--- src/rtl/cu_pkg.sv ---
// Shared types and constants for the multi-cycle RV32I control unit.
// Holds the FSM state encoding, the ALU op codes, the opcodes it
// recognises, the datapath mux select values and the immediate-format helper.
package cu_pkg;

    typedef enum logic [3:0] {
        S_FETCH  = 4'd0,
        S_DECODE = 4'd1,
        S_MEMADR = 4'd2,
        S_MEMRD  = 4'd3,
        S_MEMWB  = 4'd4,
        S_MEMWR  = 4'd5,
        S_EXR    = 4'd6,
        S_EXI    = 4'd7,
        S_ALUWB  = 4'd8,
        S_BRANCH = 4'd9,
        S_JAL    = 4'd10,
        S_JALR   = 4'd11,
        S_LUI    = 4'd12,
        S_LINK   = 4'd13,
        S_TRAP   = 4'd15
    } state_t;

    typedef enum logic [1:0] {
        MODE_ADD = 2'd0,
        MODE_SUB = 2'd1,
        MODE_R   = 2'd2,
        MODE_I   = 2'd3
    } alu_mode_t;

    localparam logic [2:0] ALU_ADD = 3'd0;
    localparam logic [2:0] ALU_SUB = 3'd1;
    localparam logic [2:0] ALU_AND = 3'd2;
    localparam logic [2:0] ALU_OR  = 3'd3;
    localparam logic [2:0] ALU_SLT = 3'd5;

    localparam logic [6:0] OP_LW   = 7'd3;
    localparam logic [6:0] OP_SW   = 7'd35;
    localparam logic [6:0] OP_R    = 7'd51;
    localparam logic [6:0] OP_I    = 7'd19;
    localparam logic [6:0] OP_BR   = 7'd99;
    localparam logic [6:0] OP_JAL  = 7'd111;
    localparam logic [6:0] OP_JALR = 7'd103;
    localparam logic [6:0] OP_LUI  = 7'd55;

    localparam logic [1:0] RES_ALUOUT    = 2'b00;
    localparam logic [1:0] RES_DATA      = 2'b01;
    localparam logic [1:0] RES_ALURESULT = 2'b10;
    localparam logic [1:0] RES_IMM       = 2'b11;

    localparam logic [1:0] SRCA_PC    = 2'b00;
    localparam logic [1:0] SRCA_OLDPC = 2'b01;
    localparam logic [1:0] SRCA_RS1   = 2'b10;

    localparam logic [1:0] SRCB_RS2  = 2'b00;
    localparam logic [1:0] SRCB_IMM  = 2'b01;
    localparam logic [1:0] SRCB_FOUR = 2'b10;

    localparam logic [2:0] IMM_I = 3'b000;
    localparam logic [2:0] IMM_S = 3'b001;
    localparam logic [2:0] IMM_B = 3'b010;
    localparam logic [2:0] IMM_J = 3'b011;
    localparam logic [2:0] IMM_U = 3'b100;

    // Immediate format follows the opcode alone; R-type and unknown opcodes
    // fall back to the I format since nothing consumes the immediate then.
    function automatic logic [2:0] imm_sel(input logic [6:0] op);
        case (op)
            OP_SW:   return IMM_S;
            OP_BR:   return IMM_B;
            OP_JAL:  return IMM_J;
            OP_LUI:  return IMM_U;
            default: return IMM_I;
        endcase
    endfunction

endpackage

--- src/rtl/alu_decoder.sv ---
// Combinational ALU control decoder.
// Ports: mode (fixed add, fixed sub, R-type or I-type decode), func3, func7
// in; alu_ctrl (zero-extended op code) and illegal (unsupported func
// combination, op falls back to add) out.
module alu_decoder
    import cu_pkg::*;
#(
    parameter int ALUC_W = 3
) (
    input  alu_mode_t         mode,
    input  logic [2:0]        func3,
    input  logic [6:0]        func7,
    output logic [ALUC_W-1:0] alu_ctrl,
    output logic              illegal
);

    logic [2:0] op;

    always_comb begin
        op      = ALU_ADD;
        illegal = 1'b0;
        case (mode)
            MODE_ADD: op = ALU_ADD;
            MODE_SUB: op = ALU_SUB;
            MODE_R: begin
                case ({func7, func3})
                    {7'h00, 3'b000}: op = ALU_ADD;
                    {7'h20, 3'b000}: op = ALU_SUB;
                    {7'h00, 3'b111}: op = ALU_AND;
                    {7'h00, 3'b110}: op = ALU_OR;
                    {7'h00, 3'b010}: op = ALU_SLT;
                    default:         illegal = 1'b1;
                endcase
            end
            MODE_I: begin
                case (func3)
                    3'b000:  op = ALU_ADD;
                    3'b110:  op = ALU_OR;
                    3'b010:  op = ALU_SLT;
                    default: illegal = 1'b1;
                endcase
            end
            default: op = ALU_ADD;
        endcase
    end

    assign alu_ctrl = ALUC_W'(op);

endmodule

--- src/rtl/multicycle_cu.sv ---
// Multi-cycle RV32I control unit: Moore FSM sequencing fetch, decode,
// execute, memory and write-back over a shared-memory datapath.
// Ports: clk, rst (async, active high); instruction fields opcode/func3/func7;
// ALU flags zero/alu_lt; mem_ready handshake. Outputs are the datapath
// enables and mux selects, alu_ctrl, imm_src, state_o (debug), instr_done
// (retire pulse) and illegal_op (sticky trap indicator).
module multicycle_cu
    import cu_pkg::*;
#(
    parameter int ALUC_W       = 3,
    parameter int MEM_WAIT     = 1,
    parameter int BRANCH_LT_EN = 0,
    parameter int TRAP_EN      = 1
) (
    input  logic              clk,
    input  logic              rst,
    input  logic [6:0]        opcode,
    input  logic [2:0]        func3,
    input  logic [6:0]        func7,
    input  logic              zero,
    input  logic              alu_lt,
    input  logic              mem_ready,
    output logic              pc_write,
    output logic              adr_src,
    output logic              mem_write,
    output logic              ir_write,
    output logic              reg_write,
    output logic [1:0]        result_src,
    output logic [1:0]        alu_src_a,
    output logic [1:0]        alu_src_b,
    output logic [ALUC_W-1:0] alu_ctrl,
    output logic [2:0]        imm_src,
    output logic [3:0]        state_o,
    output logic              instr_done,
    output logic              illegal_op
);

    state_t            state, state_nxt;
    alu_mode_t         mode;
    logic [ALUC_W-1:0] dec_ctrl;
    logic              dec_illegal;
    logic              rdy, taken, br_legal;
    state_t            bad_state;

    assign rdy       = (MEM_WAIT != 0) ? mem_ready : 1'b1;
    assign bad_state = (TRAP_EN != 0) ? S_TRAP : S_FETCH;

    always_comb begin
        case (state)
            S_EXR:    mode = MODE_R;
            S_EXI:    mode = MODE_I;
            S_BRANCH: mode = MODE_SUB;
            default:  mode = MODE_ADD;
        endcase
    end

    alu_decoder #(.ALUC_W(ALUC_W)) u_alu_decoder (
        .mode     (mode),
        .func3    (func3),
        .func7    (func7),
        .alu_ctrl (dec_ctrl),
        .illegal  (dec_illegal)
    );

    // blt/bge are only legal when the signed-compare flag is wired up.
    always_comb begin
        br_legal = 1'b0;
        taken    = 1'b0;
        case (func3)
            3'b000: begin br_legal = 1'b1; taken = zero; end
            3'b001: begin br_legal = 1'b1; taken = !zero; end
            3'b100: begin br_legal = (BRANCH_LT_EN != 0); taken = alu_lt; end
            3'b101: begin br_legal = (BRANCH_LT_EN != 0); taken = !alu_lt; end
            default: ;
        endcase
    end

    always_ff @(posedge clk or posedge rst) begin
        if (rst) state <= S_FETCH;
        else     state <= state_nxt;
    end

    always_comb begin
        state_nxt = state;
        case (state)
            S_FETCH:  if (rdy) state_nxt = S_DECODE;
            S_DECODE: begin
                case (opcode)
                    OP_LW, OP_SW: state_nxt = S_MEMADR;
                    OP_R:         state_nxt = S_EXR;
                    OP_I:         state_nxt = S_EXI;
                    OP_BR:        state_nxt = br_legal ? S_BRANCH : bad_state;
                    OP_JAL:       state_nxt = S_JAL;
                    OP_JALR:      state_nxt = S_JALR;
                    OP_LUI:       state_nxt = S_LUI;
                    default:      state_nxt = bad_state;
                endcase
            end
            S_MEMADR: state_nxt = (opcode == OP_LW) ? S_MEMRD : S_MEMWR;
            S_MEMRD:  if (rdy) state_nxt = S_MEMWB;
            S_MEMWR:  if (rdy) state_nxt = S_FETCH;
            S_EXR, S_EXI:
                state_nxt = (dec_illegal && (TRAP_EN != 0)) ? S_TRAP : S_ALUWB;
            S_JAL, S_JALR: state_nxt = S_LINK;
            S_TRAP:   state_nxt = S_TRAP;
            default:  state_nxt = S_FETCH;
        endcase
    end

    // Everything is forced low while rst is high, so a reset landing in the
    // middle of an access removes the strobe in the same cycle.
    always_comb begin
        pc_write   = 1'b0;
        adr_src    = 1'b0;
        mem_write  = 1'b0;
        ir_write   = 1'b0;
        reg_write  = 1'b0;
        result_src = RES_ALUOUT;
        alu_src_a  = SRCA_PC;
        alu_src_b  = SRCB_RS2;
        instr_done = 1'b0;
        illegal_op = 1'b0;
        case (state)
            S_FETCH: begin
                alu_src_b  = SRCB_FOUR;
                result_src = RES_ALURESULT;
                ir_write   = rdy;
                pc_write   = rdy;
            end
            S_DECODE: begin
                alu_src_a = SRCA_OLDPC;
                alu_src_b = SRCB_IMM;
            end
            S_MEMADR: begin
                alu_src_a = SRCA_RS1;
                alu_src_b = SRCB_IMM;
            end
            S_MEMRD: adr_src = 1'b1;
            S_MEMWB: begin
                result_src = RES_DATA;
                reg_write  = 1'b1;
                instr_done = 1'b1;
            end
            S_MEMWR: begin
                adr_src    = 1'b1;
                mem_write  = 1'b1;
                instr_done = rdy;
            end
            S_EXR: alu_src_a = SRCA_RS1;
            S_EXI: begin
                alu_src_a = SRCA_RS1;
                alu_src_b = SRCB_IMM;
            end
            S_ALUWB: begin
                reg_write  = 1'b1;
                instr_done = 1'b1;
            end
            S_BRANCH: begin
                alu_src_a  = SRCA_RS1;
                pc_write   = taken;
                instr_done = 1'b1;
            end
            S_JAL: pc_write = 1'b1;
            S_JALR: begin
                alu_src_a  = SRCA_RS1;
                alu_src_b  = SRCB_IMM;
                result_src = RES_ALURESULT;
                pc_write   = 1'b1;
            end
            S_LINK: begin
                alu_src_a  = SRCA_OLDPC;
                alu_src_b  = SRCB_FOUR;
                result_src = RES_ALURESULT;
                reg_write  = 1'b1;
                instr_done = 1'b1;
            end
            S_LUI: begin
                result_src = RES_IMM;
                reg_write  = 1'b1;
                instr_done = 1'b1;
            end
            S_TRAP: illegal_op = 1'b1;
            default: ;
        endcase
        if (rst) begin
            pc_write   = 1'b0;
            adr_src    = 1'b0;
            mem_write  = 1'b0;
            ir_write   = 1'b0;
            reg_write  = 1'b0;
            result_src = 2'b00;
            alu_src_a  = 2'b00;
            alu_src_b  = 2'b00;
            instr_done = 1'b0;
            illegal_op = 1'b0;
        end
    end

    assign alu_ctrl = rst ? '0 : dec_ctrl;
    assign imm_src  = rst ? 3'b000 : imm_sel(opcode);
    assign state_o  = rst ? 4'd0 : state;

endmodule

--- config.mk ---
export PLATFORM = sky130hd
export DESIGN_NAME = multicycle_cu
export DESIGN_NICKNAME = d
export VERILOG_FILES = /design/src/rtl/cu_pkg.sv /design/src/rtl/alu_decoder.sv /design/src/rtl/multicycle_cu.sv
export SDC_FILE = /design/constraint.sdc
export NUM_CORES = 1
export LEC_CHECK = 0
export ABC_AREA = 0
export ABC_CLOCK_PERIOD_IN_PS = 2450
export CORE_ASPECT_RATIO = 1.75
export CORE_MARGIN = 5
export CORE_UTILIZATION = 37
export CTS_BUF_LIST = sky130_fd_sc_hd__clkbuf_8
export DETAILED_ROUTE_END_ITERATION = 8
export PLACE_DENSITY = 0.86
export SKIP_CTS_REPAIR_TIMING = 1
export SYNTH_ARGS = -nofsm -noshare
export SYNTH_HDL_FRONTEND = slang
export SYNTH_SLANG_ARGS = --single-unit
export TNS_END_PERCENT = 20
--- constraint.sdc ---
create_clock -name clk -period 2.45 [get_ports clk]
set_input_delay 0.735 -clock clk [delete_from_list [all_inputs] [get_ports clk]]
set_output_delay 0.735 -clock clk [all_outputs]
set_load 0.1 [all_outputs]
---- Word level (Yosys, flattened, before mapping) ----
Index checks and enable logic that the tools add are counted.
operators by class
  equal/unequal tests ..................... 37
  muxes and demuxes ....................... 41
  reductions and logical operators ........ 21
operators with widths
  kind                                                              count
  3-bit one-hot mux with 4 select lines                             3
  4-bit one-hot mux with 8 select lines                             1
  4-bit == test, second input constant                              7
  4-bit one-hot mux with 7 select lines                             1
  7-bit by 6-bit == test with 1-bit output, second input constant   3
  7-bit == test, second input constant                              3
  10-bit by 3-bit == test with 1-bit output, second input constant  2
  4-bit by 3-bit == test with 1-bit output, second input constant   4
  4-bit two-way mux                                                 4
  1-bit two-way mux                                                 15
  3-bit two-way mux                                                 5
  5-bit OR reduction                                                3
  2-bit OR reduction                                                7
  2-bit one-hot mux with 3 select lines                             2
  10-bit by 2-bit == test with 1-bit output, second input constant  1
  10-bit by 9-bit == test with 1-bit output, second input constant  1
  10-bit logical NOT                                                1
  3-bit == test, second input constant                              3
  4-bit by 2-bit == test with 1-bit output, second input constant   2
  2-bit one-hot mux with 2 select lines                             2
  4-bit OR reduction                                                2
  7-bit by 2-bit == test with 1-bit output, second input constant   1
  7-bit by 5-bit == test with 1-bit output, second input constant   1
  2-bit two-way mux                                                 3
  other kinds (16)                                                  22
storage, ports and cells
  bits in registers ....................... 4
  bits of input ports ..................... 22
  output and inout port bits .............. 23
  word-level logic and storage cells ...... 100

---- Depth between registers and ports, before layout ----
  depth in word-level cells ............... 6
  depth in mapped cells ................... 6

---- Hierarchy ----
A second synthesis with hierarchy kept.
unflattened totals
  cell total of the unflattened synthesis .. 150
  area, all modules ....................... 1013.5 um2
by module, submodules not included
  module         times used  cells each  area an instance (um2)  sequential area each (um2)
  multicycle_cu  1           127         853.3                   100.1
  alu_decoder    1           23          160.2                   0.0

---- Worst setup path after synthesis ----
Ideal clock, no wire load.
  path kind ............................... input to output
  from .................................... input port rst
  to ...................................... output port mem_write
  arrival ................................. 3.793 ns
  data required time ...................... 1.715 ns
  slack ................................... -2.078 ns
  stages on the path ...................... 2
  buffers on the path ..................... 1
  cell sequence ........................... clkbuf_1 -> nor4_1
on the way
  longest elaborated chain between the ends .. 1
ends and longest elaborated chain
  element             RTL line              source
  start: declaration  multicycle_cu.sv:16   input logic rst,
  1-bit two-way mux   multicycle_cu.sv:185  if (rst) begin
  end: declaration    multicycle_cu.sv:25   output logic mem_write,
No other way between the ends.

---- Final worst setup path ----
  from .................................... input port func7[5]
  to ...................................... output port alu_ctrl[2]
on the way
  longest elaborated chain between the ends .. 4
  elaborated cells between the ends (all ways) .. 7
  those cells by class .................... 4 x eq/ne; 3 x mux
ends and longest elaborated chain
  element                                                            RTL line              source
  start: declaration                                                 multicycle_cu.sv:19   input logic [6:0] func7,
  10-bit by 2-bit == test with 1-bit output (tied with other cells)  alu_decoder.sv:26     case ({func7, func3})
  3-bit one-hot mux with 4 select lines (*)                          alu_decoder.sv:26
  3-bit one-hot mux with 4 select lines (*)                          alu_decoder.sv:22     case (mode)
  3-bit two-way mux (*)                                              multicycle_cu.sv:199  assign alu_ctrl = rst ? '0 : dec_ctrl;
  end: declaration                                                   multicycle_cu.sv:31   output logic [ALUC_W-1:0] alu_ctrl,
Every way passes the cells marked *; elsewhere a longest branch is shown, timed or not.

==> impl_metrics.tcl <==
set metrics [dict create \
    antenna_found_initial 0 \
    dp_hpwl_um 3710 \
    die_w_um 47.0 \
    grt_usage 0.297 \
    routedWlPerCell_um 27.9 \
    place_area_um2 1990 \
    worstPathRequired_ns 1.71 \
    slowest_stage "or3_4" \
    tightestPinTransition_ns 0.506 \
    avgViaCountPerCell 7.09 \
    n_antenna_cell 0 \
    dieArea_um2 3510 \
    critPathArrivalTime_ns 2.24 \
    skew_ns 0.00608 \
    dpl.cell_count 235 \
    peakVddDrop_mv 0.715 \
    synth_area_leaders "dfrtp_1 11%, nand2_1 8.1%, nor2_1 5.9%" \
    slowest_delay_ns 0.38 \
    routed_wl_um 6810 \
    final_area_um2 2240 \
    p_leak_uw 0.000997 \
    clk_latency_ns 0.24 \
    final_nets 243 \
    io_buffers 44 \
    finalSetupViolCount 8 \
    rows 23 \
    drc 0 \
    fin_ws_ns -0.528 \
    violations "setup timing" \
    drv_cap 0 \
    largestRegisters "state (4)" \
    critPathKind "in -> out" \
    grt_pass1_wl_um 7470 \
    clkSinkCount 4 \
    max-slew-margin-rel 0.660 \
    vias 1729 \
    worst_hold_slack_ns 0.755 \
    syn_area_um2 886 \
    ios 45 \
    p_total_uw 2410 \
    start_util 0.385 \
    synthesis.nets 162 \
    synth.largest_area_cell "dfrtp_1" \
    drt_first_iter_violations 198 \
    die_h_um 74.7 \
    synth_edf_count 0 \
    worstPathMaxFanout 2 \
    synthDistinctLibCells 39 \
    cts_root_buf "clkbuf_8" \
    synth-seq-area-share 0.113 \
    fmax_mhz 336 \
    syn-instance-count 140 \
    grt_pass1_vias 1561 \
    clk_path_buf_depth 2 \
    path_cells "dlymetal6s2s_1 -> nor2b_4 -> nand2_1 -> or3_4 -> o21a_1 -> nor3_4 -> buf_12" \
    yosysWarnings 0 \
    h-tree-depth 1 \
    fin_crit_ns 2.98 \
    syn2layout_area_growth_pct 153 \
    fin_crit_sh 1.22 \
    ys_ff_latch 4 \
    status "finished with violations" \
    final_antenna_net_count 0 \
    core_um2 2300 \
    drt-pass1-iter-count 5 \
    worstHoldPathType "in -> async" \
    grt_max_degree 21 \
    worstSetupEndpointType "output pin" \
    drive_gt1_frac 0.557 \
    synth_top_area_frac 0.113 \
    stdcell_count 244 \
    start_kind "input port" \
    cts_tree "done" \
    grt_overflow 0 \
    powerDensity_nw_per_um2 1080 \
    cts_buffers 3 \
    async_flop_share 1.00 \
    final-hold-violation-count 0 \
    final_cell_mix "34 x buf_4, 24 x buf_12, 16 x nand2_1" \
    synth_flop_cell "dfrtp_1" \
    clkTransAtPathRegs_ns 0.04 \
    avgSynthCellArea_um2 6.33 \
    gp_congestion 0.914 \
    rsz0062_at_grt "yes" \
    layout.cells.most_common "buf_4" \
    regMostFlops "state" \
    final_max_slew_viol_count 0 \
    largest_reg_flops 4 \
]
-- layer usage --
layer  vias up  share of wire  track usage
li1        672              -            -
met1       803           0.33        0.292
met2       189           0.49        0.525
met3        65           0.11       0.0550
met4         0          0.070        0.209
met5         -              0            0
-- power by group --
part	internal, µW	switching (µW)
clock network	107	57.0
registers	100	39.7
logic	738	1370
-- per-stage QoR --
stage | setup WS, ns | setup TNS (ns) | util
after detailed placement | -0.811 | -6.81 | 0.864
after global routing | -0.521 | -1.78 | 0.972
final | -0.528 | -1.50 | 0.972
after CTS | -0.813 | -6.68 | 0.882
after floorplan | -0.687 | -7.73 | -
after global placement | -0.751 | -5.69 | 0.864
-- final timing paths --
check / from / slack (ns) / end / cells after the start
setup / recovery: func7[5] / -0.53 / alu_ctrl[2] / 7
min in group clk: state[2]$_DFFE_PP0P_ / 0.81 / state[3]$_DFFE_PP0P_ / 3
max in group asynchronous: rst / 1.58 / state[2]$_DFFE_PP0P_ / 3
hold reg to reg: state[2]$_DFFE_PP0P_ / 0.81 / state[3]$_DFFE_PP0P_ / 3
setup reg to reg: state[0]$_DFFE_PP0P_ / 0.40 / state[2]$_DFFE_PP0P_ / 6
hold / removal: rst / 0.75 / state[0]$_DFFE_PP0P_ / 3
-- cell usage after synthesis, types with 3 or more instances --
library cell  instances
a211oi_1              6
nor3b_1               3
or3_1                 4
nor2b_1               4
o211ai_1              3
buf_2                 3
dfrtp_1               4
nand2_1              19
o21ai_0               8
nand2b_1              6
nor3_1               10
xor2_1                3
nor2_1               14
a21oi_1               8
nand3_1               5
inv_1                 6
clkbuf_1              4
-- kinds of logic (layout without fill, tap and decap cells) --
family	count (synthesis)	in the layout	share of synthesized area
buf+inv	15	94	0.0763
flops	4	4	0.113
simple gates	79	79	0.477
xor+xnor	4	4	0.0396
mux	3	3	0.0353
compound gates	35	35	0.258
-- layout make-up --
type,count,area [µm²]
repair buffers,85,1040
multi-input cells,121,1000
flip-flops and latches,4,101
fillers,38,65.1
clock buffers,3,41.3
well taps,25,31.3
inverters,6,22.5
-- critical path: cells and delay by family --
family	cells	cell delay [ns]
buffers and inverters	2	0.37
AOI/OAI and AO/OA	1	0.24
and+or+nand+nor	4	0.90
No activity file was read; power rests on OpenSTA's default activity.
